[src/rtl/armleocpu_regfile_arbiter_pkg.sv]
// Shared definitions for the register-file arbiter: state encodings and bus widths
// used by the arbiter, its debug interface and anything that talks to either.
package armleocpu_regfile_arbiter_pkg;

   localparam int ARMLEOCPU_RFARB_ADDR_W = 5;
   localparam int ARMLEOCPU_RFARB_DATA_W = 32;

   localparam logic [1:0] ARMLEOCPU_RFARB_STATE_IDLE   = 2'd0;
   localparam logic [1:0] ARMLEOCPU_RFARB_STATE_DRAIN  = 2'd1;
   localparam logic [1:0] ARMLEOCPU_RFARB_STATE_ACCESS = 2'd2;
   localparam logic [1:0] ARMLEOCPU_RFARB_STATE_RESP   = 2'd3;

   typedef enum logic [1:0] {
      ST_IDLE   = ARMLEOCPU_RFARB_STATE_IDLE,
      ST_DRAIN  = ARMLEOCPU_RFARB_STATE_DRAIN,
      ST_ACCESS = ARMLEOCPU_RFARB_STATE_ACCESS,
      ST_RESP   = ARMLEOCPU_RFARB_STATE_RESP
   } rfarb_state_t;

   typedef logic [ARMLEOCPU_RFARB_ADDR_W-1:0] rf_addr_t;
   typedef logic [ARMLEOCPU_RFARB_DATA_W-1:0] rf_data_t;

endpackage

[src/rtl/armleocpu_regfile_arbiter_if.sv]
// Debug register-access channel: the debugger (master) raises a request and holds
// it until the arbiter (slave) returns a one-cycle ack with error flag and read data.
interface armleocpu_regfile_arbiter_if;
   import armleocpu_regfile_arbiter_pkg::*;

   logic     dbg_req;
   logic     dbg_write;
   rf_addr_t dbg_addr;
   rf_data_t dbg_wdata;
   logic     dbg_ack;
   logic     dbg_err;
   rf_data_t dbg_rdata;

   modport master (
      output dbg_req, dbg_write, dbg_addr, dbg_wdata,
      input  dbg_ack, dbg_err, dbg_rdata
   );

   modport slave (
      input  dbg_req, dbg_write, dbg_addr, dbg_wdata,
      output dbg_ack, dbg_err, dbg_rdata
   );

endinterface

[src/rtl/armleocpu_regfile_arbiter.sv]
// Shares the register-file ports between the pipeline and a debug agent: stalls issue,
// waits for in-flight work to drain, then performs one debug read or write.
module armleocpu_regfile_arbiter
   import armleocpu_regfile_arbiter_pkg::*;
#(
   parameter int DRAIN_TIMEOUT = 255
) (
   input  logic     clk,
   input  logic     rst_n,

   input  logic     pipe_busy,
   output logic     pipe_hold,

   input  logic     dec_rs1_read,
   input  rf_addr_t dec_rs1_raddr,
   input  logic     dec_rs2_read,
   input  rf_addr_t dec_rs2_raddr,

   input  logic     wb_rd_write,
   input  rf_addr_t wb_rd_waddr,
   input  rf_data_t wb_rd_wdata,

   armleocpu_regfile_arbiter_if.slave dbg,

   output logic     rf_rs1_read,
   output rf_addr_t rf_rs1_raddr,
   input  rf_data_t rf_rs1_rdata,
   output logic     rf_rs2_read,
   output rf_addr_t rf_rs2_raddr,
   input  rf_data_t rf_rs2_rdata,

   output logic     rf_rd_write,
   output rf_addr_t rf_rd_waddr,
   output rf_data_t rf_rd_wdata
);

   localparam int CNT_W = (DRAIN_TIMEOUT < 1) ? 1 : $clog2(DRAIN_TIMEOUT + 1);
   localparam logic [CNT_W-1:0] CNT_MAX  = CNT_W'(DRAIN_TIMEOUT);
   localparam logic [CNT_W-1:0] CNT_LAST = CNT_W'(DRAIN_TIMEOUT - 1);

   rfarb_state_t     state, state_next;
   logic [CNT_W-1:0] drain_cnt;
   logic             resp_err, resp_err_next;
   logic             resp_read, resp_read_next;

   // Debug reads only ever use the rs1 port.
   logic rs2_rdata_unused;
   assign rs2_rdata_unused = ^rf_rs2_rdata;

   always_ff @(posedge clk or negedge rst_n) begin
      if (!rst_n) begin
         state     <= ST_IDLE;
         drain_cnt <= '0;
         resp_err  <= 1'b0;
         resp_read <= 1'b0;
      end else begin
         state     <= state_next;
         resp_err  <= resp_err_next;
         resp_read <= resp_read_next;
         // Held at zero outside DRAIN so every DRAIN entry starts counting from 0.
         if (state != ST_DRAIN)
            drain_cnt <= '0;
         else if (drain_cnt != CNT_MAX)
            drain_cnt <= drain_cnt + 1'b1;
      end
   end

   always_comb begin
      state_next     = state;
      resp_err_next  = 1'b0;
      resp_read_next = 1'b0;
      pipe_hold      = (state != ST_IDLE);

      rf_rs1_read  = dec_rs1_read;
      rf_rs1_raddr = dec_rs1_raddr;
      rf_rs2_read  = dec_rs2_read;
      rf_rs2_raddr = dec_rs2_raddr;
      rf_rd_write  = wb_rd_write;
      rf_rd_waddr  = wb_rd_waddr;
      rf_rd_wdata  = wb_rd_wdata;

      unique case (state)
         ST_IDLE: begin
            if (dbg.dbg_req)
               state_next = ST_DRAIN;
         end

         ST_DRAIN: begin
            // Timeout wins over a drain that happens to complete on the same cycle.
            if (!dbg.dbg_req) begin
               state_next = ST_IDLE;
            end else if (drain_cnt == CNT_LAST) begin
               state_next    = ST_RESP;
               resp_err_next = 1'b1;
            end else if (!pipe_busy && !wb_rd_write) begin
               state_next = ST_ACCESS;
            end
         end

         ST_ACCESS: begin
            rf_rs1_read  = 1'b0;
            rf_rs1_raddr = dbg.dbg_addr;
            rf_rs2_read  = 1'b0;
            rf_rs2_raddr = '0;
            // A late writeback keeps the rd port this cycle; the debug action waits.
            if (!wb_rd_write) begin
               rf_rs1_read    = !dbg.dbg_write;
               rf_rd_write    = dbg.dbg_write && (dbg.dbg_addr != '0);
               rf_rd_waddr    = dbg.dbg_addr;
               rf_rd_wdata    = dbg.dbg_wdata;
               resp_read_next = !dbg.dbg_write;
               state_next     = ST_RESP;
            end
         end

         ST_RESP: begin
            rf_rs1_read  = 1'b0;
            rf_rs1_raddr = dbg.dbg_addr;
            rf_rs2_read  = 1'b0;
            rf_rs2_raddr = '0;
            state_next   = ST_IDLE;
         end

         default: begin
            state_next = ST_IDLE;
         end
      endcase
   end

   // Read data arrives from the register file during RESP, one cycle after ACCESS.
   assign dbg.dbg_ack   = (state == ST_RESP);
   assign dbg.dbg_err   = (state == ST_RESP) && resp_err;
   assign dbg.dbg_rdata = ((state == ST_RESP) && resp_read) ? rf_rs1_rdata : '0;

endmodule

[src/flat_wrapper.sv]
// flat-port wrapper written by rule: the top's interface ports become plain ports
module armleocpu_regfile_arbiter_flat import armleocpu_regfile_arbiter_pkg::*;
#(
   parameter int DRAIN_TIMEOUT = 255
)
  (clk, rst_n, pipe_busy, pipe_hold, dec_rs1_read, dec_rs1_raddr, dec_rs2_read, dec_rs2_raddr, wb_rd_write, wb_rd_waddr, wb_rd_wdata, rf_rs1_read, rf_rs1_raddr, rf_rs1_rdata, rf_rs2_read, rf_rs2_raddr, rf_rs2_rdata, rf_rd_write, rf_rd_waddr, rf_rd_wdata, dbg_dbg_req, dbg_dbg_write, dbg_dbg_addr, dbg_dbg_wdata, dbg_dbg_ack, dbg_dbg_err, dbg_dbg_rdata);
  armleocpu_regfile_arbiter_if dbg_i ();
  input  logic clk;
  input  logic rst_n;
  input  logic pipe_busy;
  output logic pipe_hold;
  input  logic dec_rs1_read;
  input  rf_addr_t dec_rs1_raddr;
  input  logic dec_rs2_read;
  input  rf_addr_t dec_rs2_raddr;
  input  logic wb_rd_write;
  input  rf_addr_t wb_rd_waddr;
  input  rf_data_t wb_rd_wdata;
  output logic rf_rs1_read;
  output rf_addr_t rf_rs1_raddr;
  input  rf_data_t rf_rs1_rdata;
  output logic rf_rs2_read;
  output rf_addr_t rf_rs2_raddr;
  input  rf_data_t rf_rs2_rdata;
  output logic rf_rd_write;
  output rf_addr_t rf_rd_waddr;
  output rf_data_t rf_rd_wdata;
  input wire logic [$bits(dbg_i.dbg_req)-1:0] dbg_dbg_req;
  input wire logic [$bits(dbg_i.dbg_write)-1:0] dbg_dbg_write;
  input wire logic [$bits(dbg_i.dbg_addr)-1:0] dbg_dbg_addr;
  input wire logic [$bits(dbg_i.dbg_wdata)-1:0] dbg_dbg_wdata;
  output wire logic [$bits(dbg_i.dbg_ack)-1:0] dbg_dbg_ack;
  output wire logic [$bits(dbg_i.dbg_err)-1:0] dbg_dbg_err;
  output wire logic [$bits(dbg_i.dbg_rdata)-1:0] dbg_dbg_rdata;
  assign dbg_i.dbg_req = dbg_dbg_req;
  assign dbg_i.dbg_write = dbg_dbg_write;
  assign dbg_i.dbg_addr = dbg_dbg_addr;
  assign dbg_i.dbg_wdata = dbg_dbg_wdata;
  assign dbg_dbg_ack = dbg_i.dbg_ack;
  assign dbg_dbg_err = dbg_i.dbg_err;
  assign dbg_dbg_rdata = dbg_i.dbg_rdata;
  armleocpu_regfile_arbiter #(.DRAIN_TIMEOUT(DRAIN_TIMEOUT)) u_core (.clk(clk), .rst_n(rst_n), .pipe_busy(pipe_busy), .pipe_hold(pipe_hold), .dec_rs1_read(dec_rs1_read), .dec_rs1_raddr(dec_rs1_raddr), .dec_rs2_read(dec_rs2_read), .dec_rs2_raddr(dec_rs2_raddr), .wb_rd_write(wb_rd_write), .wb_rd_waddr(wb_rd_waddr), .wb_rd_wdata(wb_rd_wdata), .dbg(dbg_i), .rf_rs1_read(rf_rs1_read), .rf_rs1_raddr(rf_rs1_raddr), .rf_rs1_rdata(rf_rs1_rdata), .rf_rs2_read(rf_rs2_read), .rf_rs2_raddr(rf_rs2_raddr), .rf_rs2_rdata(rf_rs2_rdata), .rf_rd_write(rf_rd_write), .rf_rd_waddr(rf_rd_waddr), .rf_rd_wdata(rf_rd_wdata));
endmodule
[config.mk]
export PLATFORM = sky130hd
export DESIGN_NAME = armleocpu_regfile_arbiter_flat
export DESIGN_NICKNAME = d
export VERILOG_FILES = /design/src/rtl/armleocpu_regfile_arbiter_pkg.sv /design/src/rtl/armleocpu_regfile_arbiter_if.sv /design/src/rtl/armleocpu_regfile_arbiter.sv /design/src/flat_wrapper.sv
export SDC_FILE = /design/constraint.sdc
export NUM_CORES = 1
export LEC_CHECK = 0
export ABC_CLOCK_PERIOD_IN_PS = 1800
export BUFFER_PORTS_ARGS = -buffer_cell sky130_fd_sc_hd__buf_2
export CAP_MARGIN = 20
export CORE_AREA = 2 2 94 96
export DETAILED_ROUTE_END_ITERATION = 8
export DIE_AREA = 0 0 96 98
export PLACE_DENSITY = 0.56
export SKIP_LAST_GASP = 1
export SYNTH_ARGS = -nofsm -noshare
export SYNTH_HDL_FRONTEND = slang
export SYNTH_SLANG_ARGS = --single-unit
[constraint.sdc]
create_clock -name clk -period 1.8 [get_ports clk]
set_clock_uncertainty 0.2 [all_clocks]
set_input_delay 0.09 -clock clk [delete_from_list [all_inputs] [get_ports clk]]
set_output_delay 0.09 -clock clk [all_outputs]
set_load 0.02 [all_outputs]
## Word-level counts from Yosys, hierarchy flattened

Cells that the tools add are included.

- Add/subtract/negate cells: 1
- Multiply operators: 0
- Divide/modulo/power cells: 0
- $lt $le $gt $ge: 0
- Eq/ne operators: 9
- Shift operators: 0
- Multiplexer cells: 24
- Bitwise gates (word level): 0
- Reductions and logical operators: 13

Operators by type and width:

| operator | number |
|---|---|
| 32-bit two-way mux | 3 |
| 5-bit two-way mux | 4 |
| 8-bit two-way mux | 2 |
| 2-bit two-way mux | 5 |
| 8-bit by 1-bit adder with 8-bit output (second input constant) | 1 |
| 8-bit == test (second input constant) | 1 |
| 1-bit two-way mux | 8 |
| 8-bit != test (second input constant) | 1 |
| 2-bit one-hot mux with 4 select lines | 1 |
| 5-bit nonzero test | 1 |
| 2-bit == test (second input constant) | 2 |
| 1-bit logical AND | 4 |
| 2-bit != test (second input constant) | 2 |
| 4-bit by 2-bit != test with 1-bit output (second input constant) | 1 |
| 2-bit nonzero test | 2 |
| 1-bit logical NOT | 3 |
| 3-bit AND reduction | 1 |
| 2-bit by 1-bit == test with 1-bit output (second input constant) | 1 |
| 2-bit logical NOT | 1 |
| 2-bit by 1-bit != test with 1-bit output (second input constant) | 1 |
| 1-bit one-hot mux with 2 select lines | 1 |
| 2-bit OR reduction | 1 |

- Bits in registers: 12
- Bits in latches: 0
- Memory bits (writable): 0
- Bits in read-only memories: 0
- Input port bits: 156
- Logic and storage cells: 51
- Memories kept: 0

## Longest topological paths before layout

- Depth in word-level cells: 6
- Mapped depth: 6
- Mapped depth without buffers: 4

## Worst setup path before layout

No wires, ideal clock.

- Path type: flip-flop to output port
- From: register u_core.state[0]
- To: output port rf_rd_wdata[22]
- Arrival: 1362 ps
- Data required time: 1510 ps
- Slack: 148 ps
- Stages on the path, launching flop included: 6
- Buffers on the path: 3
- Cell sequence: dfrtp_1 -> buf_4 -> nor3b_4 -> buf_6 -> buf_12 -> mux2_4

- Word-level cells in the longest chain between the ends: 2

Ends and longest elaborated chain:

| what | line | source |
|---|---|---|
| from (decl) | armleocpu_regfile_arbiter.sv:41 | `rfarb_state_t state, state_next;` |
| from (signal assigned) | armleocpu_regfile_arbiter.sv:57 | `state <= state_next;` |
| 2-bit == test | armleocpu_regfile_arbiter.sv:82 | `unique case (state)` |
| 32-bit two-way mux | armleocpu_regfile_arbiter.sv:82 |  |
| to (decl) | flat_wrapper.sv:27 | `output rf_data_t rf_rd_wdata;` |

Every way passes these cells.

## Worst setup path after layout

- From: register u_core.state[0]
- To: output port rf_rd_wdata[6]

Same word-level chain as after synthesis.

==> impl_metrics.py <==
metrics = {
    "floorplanning": {
        "ios": 241,
        "die_width_um": 96,
        "die_area_sq_um": 9410,
        "die_y_um": 98,
        "start_util": 0.176,
        "core_sq_um": 8470,
        "fp-row-count": 34,
    },
    "yosys": {
        "yosys-top-cells-area": "mux2_2 (25%), dfrtp_1 (20%), and2_1 (14%)",
        "async_flop_share": 1.00,
        "synth_top_flop_cell": "dfrtp_1",
        "ys_seq_elements": 12,
        "synth-edff-count": 0,
        "yosysUniqueCellTypes": 37,
        "yosys_warnings": 0,
        "yosysTopAreaCell": "mux2_2",
        "syn-cell-area_sq_um": 1490,
        "ys_seq_area_frac": 0.201,
        "netlist_instances": 161,
        "syn_avg_cell_area_sq_um": 9.27,
        "synth_top_area_frac": 0.249,
        "synthesis.nets": 319,
    },
    "sta": {
        "min_period_over_period": 1.07,
        "relSlewSlack": 0.800,
        "hold_viol_final": 1,
        "layout_setup_ws_ns": -0.132,
        "fmax_mhz": 518,
        "hold_ws_ns": -0.00198,
        "worst_pin_slew_ns": 0.297,
        "rsz0062_at_grt": "yes",
        "finalSetupViolCount": 39,
        "min_period_ns": 1.93,
        "drv_slew": 0,
    },
    "setup_path": {
        "crit_chain": "nor3b_4 -> buf_6 -> buf_12 -> mux2_2 -> buf_6",
        "arrival_ns": 1.64,
        "crit_path_max_incr_delay_ns": 0.40,
        "ff2ff_path_depth": 4,
        "worstSetupEndpointType": "primary output",
        "r2r_setup_slack_ns": 0.19,
        "cpMostUsedCell": "buf_6",
        "cpMaxStageDelayCell": "dfrtp_1",
        "criticalPathCategory": "reg -> out",
        "worstReg2RegEnd": "u_core.drain_cnt[6]",
        "start_kind": "flip-flop",
        "timing.rr.start": "u_core.drain_cnt[1]",
        "cp_max_fo": 7,
        "critPathRequiredTime_ns": 1.51,
    },
    "clocking": {
        "htreeDepth": 1,
        "cts_made_buffers": 3,
        "clkLatencyLatePin_ns": 0.24,
        "clock-root-buffer": "clkbuf_8",
        "cts.reportedPaths.clkPinSlew_ns": 0.05,
        "cts.sinks": 12,
        "cts.path.max_buffers": 2,
        "cts_tree": "yes",
    },
    "power_and_ir_drop": {
        "power_density_nw_per_um2": 408,
        "p_leak_uw": 0.00168,
        "ir_drop_uv": 204,
        "total_power_uw": 1240,
    },
    "cells_and_area": {
        "syn2layout_area_growth_pct": 104,
        "drive_gt1_frac": 0.716,
        "antennaDiodeCount": 0,
        "regArea_sq_um": 300,
        "nFillCells": 887,
        "layout.nets": 533,
        "multi_input_area_sq_um": 1170,
    },
    "grt": {
        "gr-usage-met1": 0.130,
        "grt_max_degree": 33,
        "grt_usage": 0.116,
        "antenna_found_initial": 0,
        "grt_util_met3": 0.0201,
        "grt_pass1_vias": 1808,
        "met2_usage": 0.223,
        "gr-total-overflow": 0,
        "grt-busiest-layer": "met2",
        "grt_pass1_wl_mm": 8.58,
    },
    "status": {
        "violations": "negative hold slack, negative setup slack",
        "status": "complete, but fails checks",
    },
    "hold_path": {
        "whs_path_depth": 2,
        "hold_path_end": "u_core.resp_read",
        "min_from": "dbg_dbg_write",
        "hold_path_class": "in -> reg",
    },
    "route": {
        "wl_mm": 6.73,
        "drtAntennaViolNets": 0,
        "drc": 0,
        "num_vias": 2034,
        "wl_per_cell_um": 14.0,
        "drt_iter0_markers": 44,
        "dr.pass1.iters": 4,
        "drt-vias-per-instance": 4.23,
    },
    "place": {
        "hpwl_mm": 5.23,
        "gp_congestion": 0.783,
        "portBuffers": 208,
    },
    "job": {
        "maxCapViolCount": 0,
    },
}
[cells by family (layout without fill, tap and decap cells)]
kind of cell | after synthesis | after routing | share of synthesized area
AOI/OAI and AO/OA | 19 | 19 | 0.0863
xor gates and xnor gates | 1 | 1 | 0.00587
adders and majority gates | 2 | 2 | 0.0168
buffers and inverters | 15 | 227 | 0.0645
DFF | 12 | 12 | 0.201
muxes | 42 | 42 | 0.339
and+or+nand+nor | 70 | 70 | 0.286
[Yosys cell counts (all sizes together) (2+ instances only)]
cell type	count
mux2	42
and2	33
dfrtp	12
nand2	7
nor2b	7
buf	6
clkbuf	6
a21oi	5
nor3	5
nor2	4
and3	3
inv	3
nand4	3
a211oi	2
a31oi	2
ha	2
nand3	2
o21ai	2
[area by class of cell]
cell class,count,area share
Inverter,3,0.00369
Timing Repair Buffer,221,0.457
Tap cell,108,0.0443
Sequential cell,12,0.0985
Clock buffer,3,0.0135
Multi-Input combinational cell,134,0.383
[how the worst max path moves through the flow]
stage / start / endpoint / depth (start not counted)
after floorplan: u_core.state[0] / rf_rd_wdata[22] / 5
after global placement: u_core.state[0] / rf_rd_wdata[15] / 4
after detailed placement: u_core.state[0] / rf_rd_wdata[15] / 4
after CTS: u_core.state[0] / rf_rd_wdata[15] / 4
after global routing: u_core.state[0] / rf_rd_wdata[6] / 5
final: u_core.state[0] / rf_rd_wdata[6] / 5
[power by group]
group | internal, uW | switching, uW | total (uW)
logic | 372 | 328 | 699
clock network | 147 | 93.1 | 240
registers | 286 | 18.0 | 304
total | 805 | 439 | 1240
[metal layers]
metal / vias to the layer above / wire length, um
li1: 992 / -
met1: 931 / 2460
met2: 107 / 3740
met3: 4 / 494
met4: 0 / 31
met5: - / 0
[through the flow]
step | worst slack, ns | std cells | TNS (ns) | util | instance area [sq um]
finish | -0.132 | 481 | -3.89 | 0.360 | 3050
floorplan | 0.148 | 161 | 0 | - | 1490
global placement | 0.113 | 471 | 0 | 0.313 | 2650
global route | -0.202 | 481 | -8.59 | 0.360 | 3050
CTS | -0.162 | 477 | -5.36 | 0.322 | 2730
detailed placement | 0.105 | 471 | 0 | 0.313 | 2650
[state kept, by name, indices dropped and copies added, names as in the netlist, named ones only]
name / count
u_core.state: 1
u_core.drain_cnt: 8
u_core.resp_read: 1
u_core.resp_err: 1
[timing repair]
action / CTS / global route
endpoints found under the hold margin: 15 / 0
resized for setup: 1 / 77
setup buffers: 0 / 1
hold buffers: 3 / 0
endpoints found under the setup margin: 70 / 70
cloned: 0 / 3
pin swaps: 0 / 1
[critical path, delay by kind of cell (launching register included)]
family                 cells  cell delay (ns)
buffers and inverters      3             0.44
and+or+nand+nor            1             0.20
muxes                      1             0.35
DFF                        1             0.40
[cells in the final DEF, fill, tap and decap left out]
cell type and n:
a211oi_1 2, a21o_1 1, a21oi_1 5, a31o_2 1
a31oi_1 2, a41oi_1 1, and2_1 33, and2b_1 1
and3_1 3, and4_1 1, buf_12 2, buf_2 180
buf_4 4, buf_6 29, buf_8 1, clkbuf_16 2
clkbuf_8 3, dfrtp_1 12, dlygate4sd3_1 3, ha_1 2
inv_1 3, mux2_2 14, mux2_4 28, nand2_1 7
nand2b_4 1, nand3_1 2, nand4_1 3, nor2_1 4
nor2b_1 7, nor3_1 5, nor3b_4 1, o21ai_0 2
o21bai_1 1, o22ai_1 1, o311a_1 1, o311ai_0 1
o41ai_1 1, or2_2 1, or4_1 1, xnor2_1 1
Power figures use the tool's default switching activity.
